$ cat src/rtl/hs_driver_if.sv
// hs_driver block bus: ap_* handshake plus score/argmax readout.
// master = accelerator side (drives results), slave = host side (drives start).
interface hs_driver_if;
  logic               i_ap_start;
  logic               o_ap_idle;
  logic               o_ap_ready;
  logic               o_ap_done;
  logic        [31:0] acc_out_addr;
  logic signed [15:0] acc_out_data;
  logic               o_max_v;
  logic         [4:0] o_max_lbl;

  modport master (
    input  i_ap_start,
    output o_ap_idle,
    output o_ap_ready,
    output o_ap_done,
    output acc_out_addr,
    output acc_out_data,
    output o_max_v,
    output o_max_lbl
  );

  modport slave (
    output i_ap_start,
    input  o_ap_idle,
    input  o_ap_ready,
    input  o_ap_done,
    input  acc_out_addr,
    input  acc_out_data,
    input  o_max_v,
    input  o_max_lbl
  );
endinterface

$ cat src/rtl/hs_driver.sv
// hs_driver: ap_* accelerator model; waits COMPUTE_LAT, streams NUM_OUT
// scores as addr/data, then pulses done/ready/max_v with the argmax label.
// Ports: aclk, aresetn (async, active-low), bus (hs_driver_if.master).
module hs_driver #(
  parameter int          NUM_OUT     = 10,
  parameter int          COMPUTE_LAT = 16,
  parameter int          PEAK_IDX    = 7,
  parameter int unsigned ADDR_BASE   = 0
) (
  input  logic          aclk,
  input  logic          aresetn,
  hs_driver_if.master   bus
);

  typedef enum logic [1:0] {
    S_IDLE,
    S_CALC,
    S_STREAM,
    S_DONE
  } state_t;

  // Built-in score curve, wraps modulo 2^16.
  function automatic logic signed [15:0] score(
    input logic [5:0] i
  );
    int d;
    int v;
    d = int'(i) - PEAK_IDX;
    v = 1000 - 10 * d * d;
    return 16'(v);
  endfunction

  state_t             state_q, state_d;
  logic        [31:0] cnt_q, cnt_d;
  logic         [5:0] idx_q, idx_d;
  logic signed [15:0] max_q, max_d;
  logic         [4:0] arg_q, arg_d;
  logic               idle_q, idle_d;
  logic               done_q, done_d;
  logic         [4:0] lbl_q, lbl_d;
  logic        [31:0] addr_q, addr_d;
  logic signed [15:0] data_q, data_d;

  logic               emit;
  logic         [5:0] emit_idx;
  logic signed [15:0] emit_val;

  always_comb begin
    state_d  = state_q;
    cnt_d    = cnt_q;
    idx_d    = idx_q;
    max_d    = max_q;
    arg_d    = arg_q;
    done_d   = 1'b0;
    lbl_d    = lbl_q;
    addr_d   = addr_q;
    data_d   = data_q;
    emit     = 1'b0;
    emit_idx = idx_q;

    unique case (state_q)
      S_IDLE: begin
        if (bus.i_ap_start) begin
          state_d = S_CALC;
          cnt_d   = '0;
          max_d   = 16'sh8000;
          arg_d   = '0;
        end
      end
      S_CALC: begin
        // Last CALC edge already registers score[0].
        if (cnt_q == 32'(COMPUTE_LAT - 1)) begin
          state_d  = S_STREAM;
          emit     = 1'b1;
          emit_idx = '0;
          idx_d    = 6'd1;
        end else begin
          cnt_d = cnt_q + 32'd1;
        end
      end
      S_STREAM: begin
        if (idx_q == 6'(NUM_OUT)) begin
          state_d = S_DONE;
          done_d  = 1'b1;
          lbl_d   = arg_q;
          addr_d  = ADDR_BASE + {27'd0, arg_q};
          data_d  = max_q;
        end else begin
          emit  = 1'b1;
          idx_d = idx_q + 6'd1;
        end
      end
      S_DONE: begin
        state_d = S_IDLE;
      end
      default: begin
        state_d = S_IDLE;
      end
    endcase

    emit_val = score(emit_idx);
    if (emit) begin
      addr_d = ADDR_BASE + {26'd0, emit_idx};
      data_d = emit_val;
      // Strict compare: ties keep the lowest index.
      if (emit_val > max_q) begin
        max_d = emit_val;
        arg_d = emit_idx[4:0];
      end
    end

    idle_d = (state_d == S_IDLE);
  end

  always_ff @(posedge aclk or negedge aresetn) begin
    if (!aresetn) begin
      state_q <= S_IDLE;
      cnt_q   <= '0;
      idx_q   <= '0;
      max_q   <= '0;
      arg_q   <= '0;
      idle_q  <= 1'b1;
      done_q  <= 1'b0;
      lbl_q   <= '0;
      addr_q  <= '0;
      data_q  <= '0;
    end else begin
      state_q <= state_d;
      cnt_q   <= cnt_d;
      idx_q   <= idx_d;
      max_q   <= max_d;
      arg_q   <= arg_d;
      idle_q  <= idle_d;
      done_q  <= done_d;
      lbl_q   <= lbl_d;
      addr_q  <= addr_d;
      data_q  <= data_d;
    end
  end

  assign bus.o_ap_idle    = idle_q;
  assign bus.o_ap_ready   = done_q;
  assign bus.o_ap_done    = done_q;
  assign bus.o_max_v      = done_q;
  assign bus.o_max_lbl    = lbl_q;
  assign bus.acc_out_addr = addr_q;
  assign bus.acc_out_data = data_q;

endmodule

$ cat src/flat_wrapper.sv
// flat-port wrapper written by rule: the top's interface ports become plain ports
module hs_driver_flat 
#(
  parameter int          NUM_OUT     = 10,
  parameter int          COMPUTE_LAT = 16,
  parameter int          PEAK_IDX    = 7,
  parameter int unsigned ADDR_BASE   = 0
)
  (aclk, aresetn, bus_i_ap_start, bus_o_ap_idle, bus_o_ap_ready, bus_o_ap_done, bus_acc_out_addr, bus_acc_out_data, bus_o_max_v, bus_o_max_lbl);
  hs_driver_if bus_i ();
  input  logic aclk;
  input  logic aresetn;
  input wire logic [$bits(bus_i.i_ap_start)-1:0] bus_i_ap_start;
  output wire logic [$bits(bus_i.o_ap_idle)-1:0] bus_o_ap_idle;
  output wire logic [$bits(bus_i.o_ap_ready)-1:0] bus_o_ap_ready;
  output wire logic [$bits(bus_i.o_ap_done)-1:0] bus_o_ap_done;
  output wire logic [$bits(bus_i.acc_out_addr)-1:0] bus_acc_out_addr;
  output wire logic [$bits(bus_i.acc_out_data)-1:0] bus_acc_out_data;
  output wire logic [$bits(bus_i.o_max_v)-1:0] bus_o_max_v;
  output wire logic [$bits(bus_i.o_max_lbl)-1:0] bus_o_max_lbl;
  assign bus_i.i_ap_start = bus_i_ap_start;
  assign bus_o_ap_idle = bus_i.o_ap_idle;
  assign bus_o_ap_ready = bus_i.o_ap_ready;
  assign bus_o_ap_done = bus_i.o_ap_done;
  assign bus_acc_out_addr = bus_i.acc_out_addr;
  assign bus_acc_out_data = bus_i.acc_out_data;
  assign bus_o_max_v = bus_i.o_max_v;
  assign bus_o_max_lbl = bus_i.o_max_lbl;
  hs_driver #(.NUM_OUT(NUM_OUT), .COMPUTE_LAT(COMPUTE_LAT), .PEAK_IDX(PEAK_IDX), .ADDR_BASE(ADDR_BASE)) u_core (.aclk(aclk), .aresetn(aresetn), .bus(bus_i));
endmodule
$ cat config.mk
export PLATFORM = sky130hd
export DESIGN_NAME = hs_driver_flat
export DESIGN_NICKNAME = d
export VERILOG_FILES = /design/src/rtl/hs_driver_if.sv /design/src/rtl/hs_driver.sv /design/src/flat_wrapper.sv
export SDC_FILE = /design/constraint.sdc
export NUM_CORES = 1
export LEC_CHECK = 0
export ABC_AREA = 1
export ABC_CLOCK_PERIOD_IN_PS = 10030
export BUFFER_PORTS_ARGS = -buffer_cell sky130_fd_sc_hd__buf_4
export CORE_ASPECT_RATIO = 0.9
export CORE_MARGIN = 2
export CORE_UTILIZATION = 49
export DETAILED_ROUTE_END_ITERATION = 8
export PLACE_DENSITY = 0.66
export SKIP_CTS_REPAIR_TIMING = 1
export SYNTH_ARGS = -nofsm -noshare
export SYNTH_HDL_FRONTEND = slang
export SYNTH_SLANG_ARGS = --single-unit
$ cat constraint.sdc
create_clock -name aclk -period 10.03 [get_ports aclk]
set_clock_uncertainty 0.2 [all_clocks]
set_input_delay 0 -clock aclk [delete_from_list [all_inputs] [get_ports aclk]]
set_output_delay 0 -clock aclk [all_outputs]
set_load 0.1 [all_outputs]
After elaboration in Yosys (flattened, before gate mapping)
Cells that the tools add are included.
{ "totals": {"inputBits": 3, "wordCells": 67, "reg_bits": 116, "out_inout_bits": 57} }
{ "op_classes": {"reduce_logical": 10, "order_cmp": 1, "n_addsub": 4, "mux": 31, "n_eq_ne": 9, "multipliers": 2} }
{ "op_table": {"columns": ["cell", "count"], "rows": [
  ["two-way mux 32 bit", 5],
  ["two-way mux 16 bit", 7],
  ["one-hot mux 32 bit (2 select lines)", 1],
  ["adder 32 x 1 -> 32 bit, second input constant", 1],
  ["== test 32 x 4 -> 1 bit, second input constant", 1],
  ["multiplier 31 x 32 -> 15 bit", 1],
  ["multiplier 4 x 32 -> 31 bit, first input constant", 1],
  ["two-way mux 6 bit", 4],
  ["two-way mux 5 bit", 4],
  ["> comparator 16 bit", 1],
  ["subtractor 11 x 16 -> 16 bit, first input constant", 1],
  ["one-hot mux 6 bit (2 select lines)", 1],
  ["one-hot mux 2 bit (4 select lines)", 1],
  ["nonzero test 2 bit", 4],
  ["subtractor 6 x 3 -> 7 bit, second input constant", 1],
  ["adder 6 x 1 -> 6 bit, second input constant", 1],
  ["== test 6 x 4 -> 1 bit, second input constant", 1],
  ["two-way mux 2 bit", 3],
  ["inequality test 2 bit, second input constant", 3],
  ["AND reduction 3 bit", 2],
  ["== test 2 bit, second input constant", 2],
  ["zero test 2 bit", 2],
  ["two-way mux 1 bit", 4],
  ["AND reduction 2 bit", 2],
  ["3 further kinds", 3]
]} }

Logic depth before layout (Yosys ltp)
Gate-level depths: netlist (run 1).
{ "depth": {"ltp_word": 10, "ltp_mapped": 65} }

Least setup slack after synthesis (run 1)
No wires, ideal clock.
{ "synth_timing": {"path_type": "register to register", "startpoint": "reg u_core.cnt_q[0]", "endpoint": "reg u_core.max_q[15]", "path_buffers": 2, "period_less_slack_ns": 9.215, "setup_ns": 0.113, "arrival_time_ns": 8.902, "stages_incl_launch_ff": 56, "path_slack_ns": 0.815, "path_cell_list": "dfrtp_1 -> ha_1 -> inv_1 -> nor2_4 -> nand3_2 -> nor2_2 -> nand3_4 -> buf_6 -> nand2_4 -> inv_2 -> clkbuf_1 -> ha_1 -> nand3_4 -> nand3_1 -> nand2_2 -> ha_1 -> fa_1 -> nand3_1 -> [... 20 more ...] -> nor2_1 -> nand2_1 -> nand3_1 -> nand2_1 -> nand2_2 -> nand2_2 -> ha_1 -> nand4_1 -> nor2_1 -> o21ai_0 -> a21oi_1 -> a211oi_1 -> nand2_1 -> nand2_1 -> inv_1 -> nand2_1 -> nand2_1 -> inv_1"} }
{ "synth_between": {"elab_chain_cells": 10} }
{ "synth_lines": {"columns": ["item", "line_no", "source"], "rows": [
  ["start, declared", "hs_driver.sv:34", "logic [31:0] cnt_q, cnt_d;"],
  ["start signal, assigned", "hs_driver.sv:129", "cnt_q <= cnt_d;"],
  ["== test 32 x 4 -> 1 bit (*)", "hs_driver.sv:72", "if (cnt_q == 32'(COMPUTE_LAT - 1)) begin"],
  ["two-way mux 6 bit", "hs_driver.sv:72", null],
  ["two-way mux 6 bit", "hs_driver.sv:61", "unique case (state_q)"],
  ["subtractor 6 x 3 -> 7 bit", "hs_driver.sv:28", "d = int'(i) - PEAK_IDX;"],
  ["multiplier 4 x 32 -> 31 bit", "hs_driver.sv:29", "v = 1000 - 10 * d * d;"],
  ["multiplier 31 x 32 -> 15 bit", "hs_driver.sv:29", null],
  ["subtractor 11 x 16 -> 16 bit", "hs_driver.sv:29", null],
  ["> comparator 16 bit", "hs_driver.sv:106", "if (emit_val > max_q) begin"],
  ["two-way mux 16 bit", "hs_driver.sv:106", null],
  ["two-way mux 16 bit (*)", "hs_driver.sv:102", "if (emit) begin"],
  ["via u_core.max_d[15]", "hs_driver.sv:36", "logic signed [15:0] max_q, max_d;"],
  ["end signal, assigned", "hs_driver.sv:131", "max_q <= max_d;"],
  ["end, declared", "hs_driver.sv:36", null]
]} }
Mark *: on every way through the listed nets, which the timed path passes. The rest lies on a longest branch.
A chain may end at the register's enable or synchronous reset.

Final worst setup path (run 1)
{ "layout_timing": {"startpoint": "reg u_core.cnt_q[0]", "endpoint": "reg u_core.max_q[11]"} }
Same word-level chain as after synthesis.

==> flow_summary.yaml, run 1 <==
finish:
  final_core_utilization_pct: 55.75
  final_layout_size_suffix_gt1_share_pct: 13.13
  area_growth_pct: 10.77
  insertedDiodeCount: 0
  final_common_cell: "nand2_1"
  layout_common_cells: "nand2_1, inv_1, dfrtp_1"
  finalNetCount: 1278
  design_area_um2: 9448
logic_synthesis:
  ys.flop_type: "dfrtp_1"
  syn-cell-area_um2: 8529
  ys_seq_elements: 90
  syn_inst: 1114
  synth_cell_types: 53
  synth.avg_cell_area_um2: 7.657
  ys_warn_count: 0
  ys_async_sr_fraction_pct: 100.0
  synth_edf_count: 0
  seq_area_frac_synth_pct: 26.42
critical_path:
  path_delay_family: "adder cells"
  worstSetupStartpointType: "flip-flop"
  slowest_delay_ps: 540
  crit_slowest_cell: "fa_1"
  required_ps: 10090
  worstPathMaxFanout: 13
  worstPathArrival_ps: 9480
  critPathBufInv: 10
  end_kind: "flip-flop"
  path_common_cell: "nand2_1"
  critical_path_class: "reg2reg"
timing:
  final_max_slew_viol_count: 0
  fin_crit_sh_pct: 93.93
  relSlewSlack_pct: 46.45
  final.setup.tns_ps: 0
  fmax_mhz: 106.1
  finalHoldViolations: 0
  finalSetupViolCount: 0
  worstMarginPinSlew_ps: 803.3
  min_period_ps: 9421
drt:
  via_per_inst: 5.114
  routed_wl_um: 19380
  drtIter0Drc: 396
  dr.max_layer_used: "met4"
  first_pass_iters: 5
  post-route-drc-count: 0
  post_drt_wl_per_cell_um: 13.84
  dr_total_vias: 7159
  ant_nets: 0
  met3_length_um: 1020
  dr_wl_met2_um: 8138
  wl_met1_um: 9958
clocking:
  cts_max_level: 3
  cts_made_buffers: 9
  cts_tree: "done"
  clkLatencyLatePin_ps: 340
  cts_sinks: 90
  clk_path_buf_depth: 2
  clkTransAtPathRegs_ps: 70
  root_buffer: "clkbuf_16"
place:
  io_buffers: 33
  place_area_um2: 8907
  place_hpwl_um: 15400
  gp_congestion: 0.9043
die:
  initial_utilization_pct: 50.33
  io_pins: 60
  fp.dieW_um: 143.1
  coreArea_um2: 16950
  dieArea_um2: 18480
  rows: 45
  fp.dieH_um: 129.2
global_routing:
  grt_max_degree: 64
  track_usage_pct: 21.79
  grt_overflow: 0
  grt_pass1_vias: 6551
  grt_pass1_wl_um: 32610
  antenna_found_initial: 0
hold_path:
  hold_path_class: "reg2reg"
job:
  cap_violations: 0
run_status:
  run_status: "finished clean"
-- cells in the mapped netlist, drive strengths merged (3+ instances only) --
master / instances / share of area, %
nand2: 260 / 12
inv: 214 / 9.4
nor2: 96 / 4.5
dfrtp: 89 / 26
ha: 66 / 9.7
fa: 49 / 12
nand3: 47 / 3.4
a21oi: 38 / 2.2
o21ai: 38 / 2.3
nor3: 34 / 2.3
buf: 33 / 3.0
xor2: 25 / 2.6
nand4: 17 / 1.5
clkbuf: 16 / 0.75
o31ai: 13 / 1.1
nor4: 12 / 0.88
o22ai: 10 / 0.73
xnor2: 10 / 1.0
a211oi: 7 / 0.62
o311ai: 7 / 0.72
nor3b: 6 / 0.53
a21o: 3 / 0.26
nand3b: 3 / 0.26
o211ai: 3 / 0.26
-- path summary, 6_finish.rpt --
check                                           start                         end  slack, ps  depth (start not counted)
hold reg to reg            u_core.bus.acc_out_addr[3]  u_core.bus.acc_out_addr[3]        270                          2
max in group asynchronous                     aresetn  u_core.bus.acc_out_data[3]       8340                          4
setup reg to reg                      u_core.cnt_q[0]            u_core.max_q[11]        610                         55
min in group asynchronous                     aresetn             u_core.cnt_q[3]        490                          4
hold / removal             u_core.bus.acc_out_addr[3]  u_core.bus.acc_out_addr[3]        270                          2
setup / recovery                      u_core.cnt_q[0]            u_core.max_q[11]        610                         55
-- sequential cells by signal, indices dropped and copies added (netlist names) --
register	cells
u_core.arg_q	5
u_core.bus.acc_out_addr	6
u_core.bus.acc_out_data	16
u_core.bus.o_ap_done	1
u_core.bus.o_ap_idle	1
u_core.bus.o_max_lbl	5
u_core.cnt_q	32
u_core.idx_q	6
u_core.max_q	16
u_core.state_q	2
-- cell families (layout without fill, tap and decap cells) --
group	count (synthesis)	in the layout	share of synthesized area, %
other	1	26	0.04397
xor gates and xnor gates	35	35	3.594
and+or+nand+nor	477	477	26.02
buffers and inverters	265	291	13.26
adders and majority gates	115	115	21.18
AOI/OAI and AO/OA	131	131	9.476
DFF	90	90	26.42
-- area by class of cell --
class	count	area [um^2]
Clock inverter	5	63.81
Inverter	216	815.8
Tap cell	235	294.0
Fill cell	1617	7500
Sequential cell	90	2253
Multi-Input combinational cell	784	5311
Timing Repair Buffer	59	466.7
Clock buffer	11	242.7
-- tightest hold or removal path: stages, from the launching register on --
cell and delay (ps):
dfrtp_1 350, nand2_1 50, nand2_1 40
-- layer usage --
metal	up-vias	global-route usage, %
li1	3591	-
met1	3350	34.80
met2	204	31.27
met3	14	2.587
met4	0	5.125
met5	-	0
-- stage by stage --
step | setup WS, ps | hold slack [ps] | instances
finish | 609.3 | 273.3 | 1400
global route | -58.26 | 297.6 | 1400
CTS | 132.8 | -619.1 | 1382
detailed placement | 218.2 | -260.9 | 1366
global placement | 355.8 | -256.2 | 1366
floorplan | 815.1 | -495.6 | 1139
Power of run 1 is left out: the tool's default activity adds up to more than one toggle a clock period on the data nets, which glitch-free logic cannot reach.
==> run 2, diff against run 1 <==
--- a/config.mk
+++ b/config.mk
@@ -5,11 +5,10 @@
 export SDC_FILE = /design/constraint.sdc
 export NUM_CORES = 1
 export LEC_CHECK = 0
-export ABC_AREA = 1
 export ABC_CLOCK_PERIOD_IN_PS = 10030
 export BUFFER_PORTS_ARGS = -buffer_cell sky130_fd_sc_hd__buf_4
 export CORE_ASPECT_RATIO = 0.9
-export CORE_MARGIN = 2
+export CORE_MARGIN = 4
 export CORE_UTILIZATION = 49
 export DETAILED_ROUTE_END_ITERATION = 8
 export PLACE_DENSITY = 0.66
==> flow_summary.yaml, run 2 <==
run_status:
  run_status: "finished clean"
global_routing:
  track_usage_pct: 19.63
  grt_pass1_vias: 6201
  grt_pass1_wl_um: 29730
  grt_overflow: 0
  antenna_found_initial: 0
  grt_max_degree: 75
job:
  cap_violations: 0
logic_synthesis:
  synthTopCellsByCount: "nand2_1, inv_1, dfrtp_1, nor2_1, ha_1"
  ys_async_sr_fraction_pct: 100.0
  seq_area_frac_synth_pct: 28.11
  ys_seq_elements: 90
  yosys.area.top_type: "dfrtp_1"
  synth.avg_cell_area_um2: 8.491
  ys_warn_count: 0
  ys_top_cells_by_area: "dfrtp_1, fa_1, ha_1"
  synth_top_area_share_pct: 27.79
  syn_inst: 944
  synth_edf_count: 0
  syn-cell-area_um2: 8015
  synth_cell_types: 65
  post-synth-top-count-cell: "nand2_1"
  ys.flop_type: "dfrtp_1"
finish:
  largest_reg_flops: 32
  final_common_cell: "nand2_1"
  finalNetCount: 1106
  area_growth_pct: 13.35
  layout.area.seq_um2: 2255
  registers.top_by_ff_count: "u_core.cnt_q"
  layout_common_cells: "nand2_1, inv_1, dfrtp_1"
  fillers: 1468
  final_layout_size_suffix_gt1_share_pct: 13.70
  final_core_utilization_pct: 56.51
  multiInputGateArea_um2: 5304
  insertedDiodeCount: 0
drt:
  routed_wl_um: 17760
  post-route-drc-count: 0
  dr_total_vias: 6296
  via_per_inst: 5.247
  ant_nets: 0
  first_pass_iters: 5
  drtIter0Drc: 391
  post_drt_wl_per_cell_um: 14.80
clocking:
  cts_tree: "done"
  clkLatencyLatePin_ps: 350
  cts_made_buffers: 9
  cts_sinks: 90
  clkTransAtPathRegs_ps: 70
  root_buffer: "clkbuf_16"
  cts_max_level: 3
  clk_path_buf_depth: 2
timing:
  relSlewSlack_pct: 37.57
  finalSetupViolCount: 0
  fmax_mhz: 102.8
  finalHoldViolations: 0
  final_max_slew_viol_count: 0
  fin_crit_sh_pct: 96.99
  min_period_ps: 9728
  worstMarginPinSlew_ps: 936.5
critical_path:
  critical_path_class: "reg2reg"
  required_ps: 10060
  path_common_cell: "inv_1"
  path_delay_family: "adder cells"
  worstSetupStartpointType: "flip-flop"
  critPathBufInv: 6
  cp.depth: 41
  end_kind: "flip-flop"
  crit_slowest_cell: "fa_1"
  worstPathMaxFanout: 12
  worstPathArrival_ps: 9760
  slowest_delay_ps: 540
  r2r_cells: 41
die:
  initial_utilization_pct: 49.86
  fp.dieH_um: 129.3
  coreArea_um2: 16080
  fp.dieW_um: 142.8
  rows: 44
  io_pins: 60
  dieArea_um2: 18470
pwr:
  p_total_w: 0.001338
  powerDensity_nw_per_um2: 147.3
  max-vdd-ir-drop_mv: 0.2211
  power.leakage_nw: 4.463
place:
  place_hpwl_um: 13180
  gp_congestion: 0.8461
  io_buffers: 33
hold_path:
  hold_path_class: "in2async"
[run 2: changes by cell type in the layout (fill, tap and decap cells not counted), moves of 11 or more]
| cell | previous run | this run |
|---|---|---|
| inv_1 | 197 | 108 |
| and2_1 | 0 | 24 |
| o31ai_1 | 13 | 2 |
| nand2_2 | 18 | 0 |
| a21oi_1 | 37 | 22 |
| buf_4 | 54 | 66 |
| xnor2_1 | 9 | 25 |
| inv_2 | 16 | 1 |
| nor3_1 | 29 | 14 |
| nand2_1 | 234 | 144 |
| a31oi_1 | 1 | 22 |
[run 2: cell type report]
cell class,instances,share of cell area (%)
multi-input cells,707,58.38
flip-flops and latches,90,24.82
repair buffers,71,6.074
inverters,109,4.504
well taps,207,2.851
clock buffers,9,2.479
clock inverters,7,0.8952
[run 2: path summary, 6_finish.rpt]
path,from,endpoint,slack [ps]
worst max-delay path,u_core.cnt_q[11],u_core.max_q[1],300
worst min-delay path,aresetn,u_core.max_q[7],230
worst max register to register,u_core.cnt_q[11],u_core.max_q[1],300
worst min register to register,u_core.bus.o_max_lbl[0],u_core.bus.o_max_lbl[0],280
max in group asynchronous,aresetn,u_core.bus.acc_out_data[13],8540
min in group aclk,u_core.bus.o_max_lbl[0],u_core.bus.o_max_lbl[0],280
[run 2: kinds of logic (layout without fill, tap and decap cells)]
logic type                 Yosys count  count (layout)  share of synthesized area, %
and+or+nand+nor                    361             361                         20.81
muxes                                4               4                        0.5151
xor gates and xnor gates            68              68                         7.696
AOI/OAI and AO/OA                  133             133                         10.65
other                                1              26                       0.04679
buffers and inverters              172             196                         9.631
DFF                                 90              90                         28.11
adders and majority gates          115             115                         22.54
[run 2: worst register-to-register path, delay by kind of cell, from the launching register on]
family          cells  cell delay [ps]
fa+ha+maj           9             3550
buf+inv             6              470
flops               1              420
xor+xnor            4              890
compound gates      7             1430
simple gates       15             2620
[run 2: power breakdown]
group	switching [W]	total [W]	internal, W
clock	0.000157	0.000355	0.000198
sequential	0.0000148	0.000394	0.000380
combinational	0.000372	0.000589	0.000217
total	0.000543	0.00134	0.000795
[run 2: metal layers]
metal | vias to the layer above | track usage [%] | wire length (um)
met3 | 18 | 2.620 | 589
met2 | 99 | 31.30 | 8380
met5 | - | 0 | 0
met4 | 0 | 5.422 | 240
li1 | 3127 | - | -
met1 | 3052 | 28.31 | 8544
[run 2: stage by stage]
stage / instance area [um^2] / hold slack (ps) / setup WS (ps) / instances / setup TNS, ps
after floorplan: 8109 / -495.6 / 352.9 / 969 / 0
after global placement: 8448 / -322.7 / 20.56 / 1172 / 0
after detailed placement: 8448 / -324.2 / -206.6 / 1172 / -2706
after CTS: 8755 / -708.5 / -249.8 / 1188 / -3376
after global routing: 9085 / 299.9 / -121.7 / 1200 / -1111
final: 9085 / 229.4 / 302.1 / 1200 / 0
(Power assumes the default switching activity.)
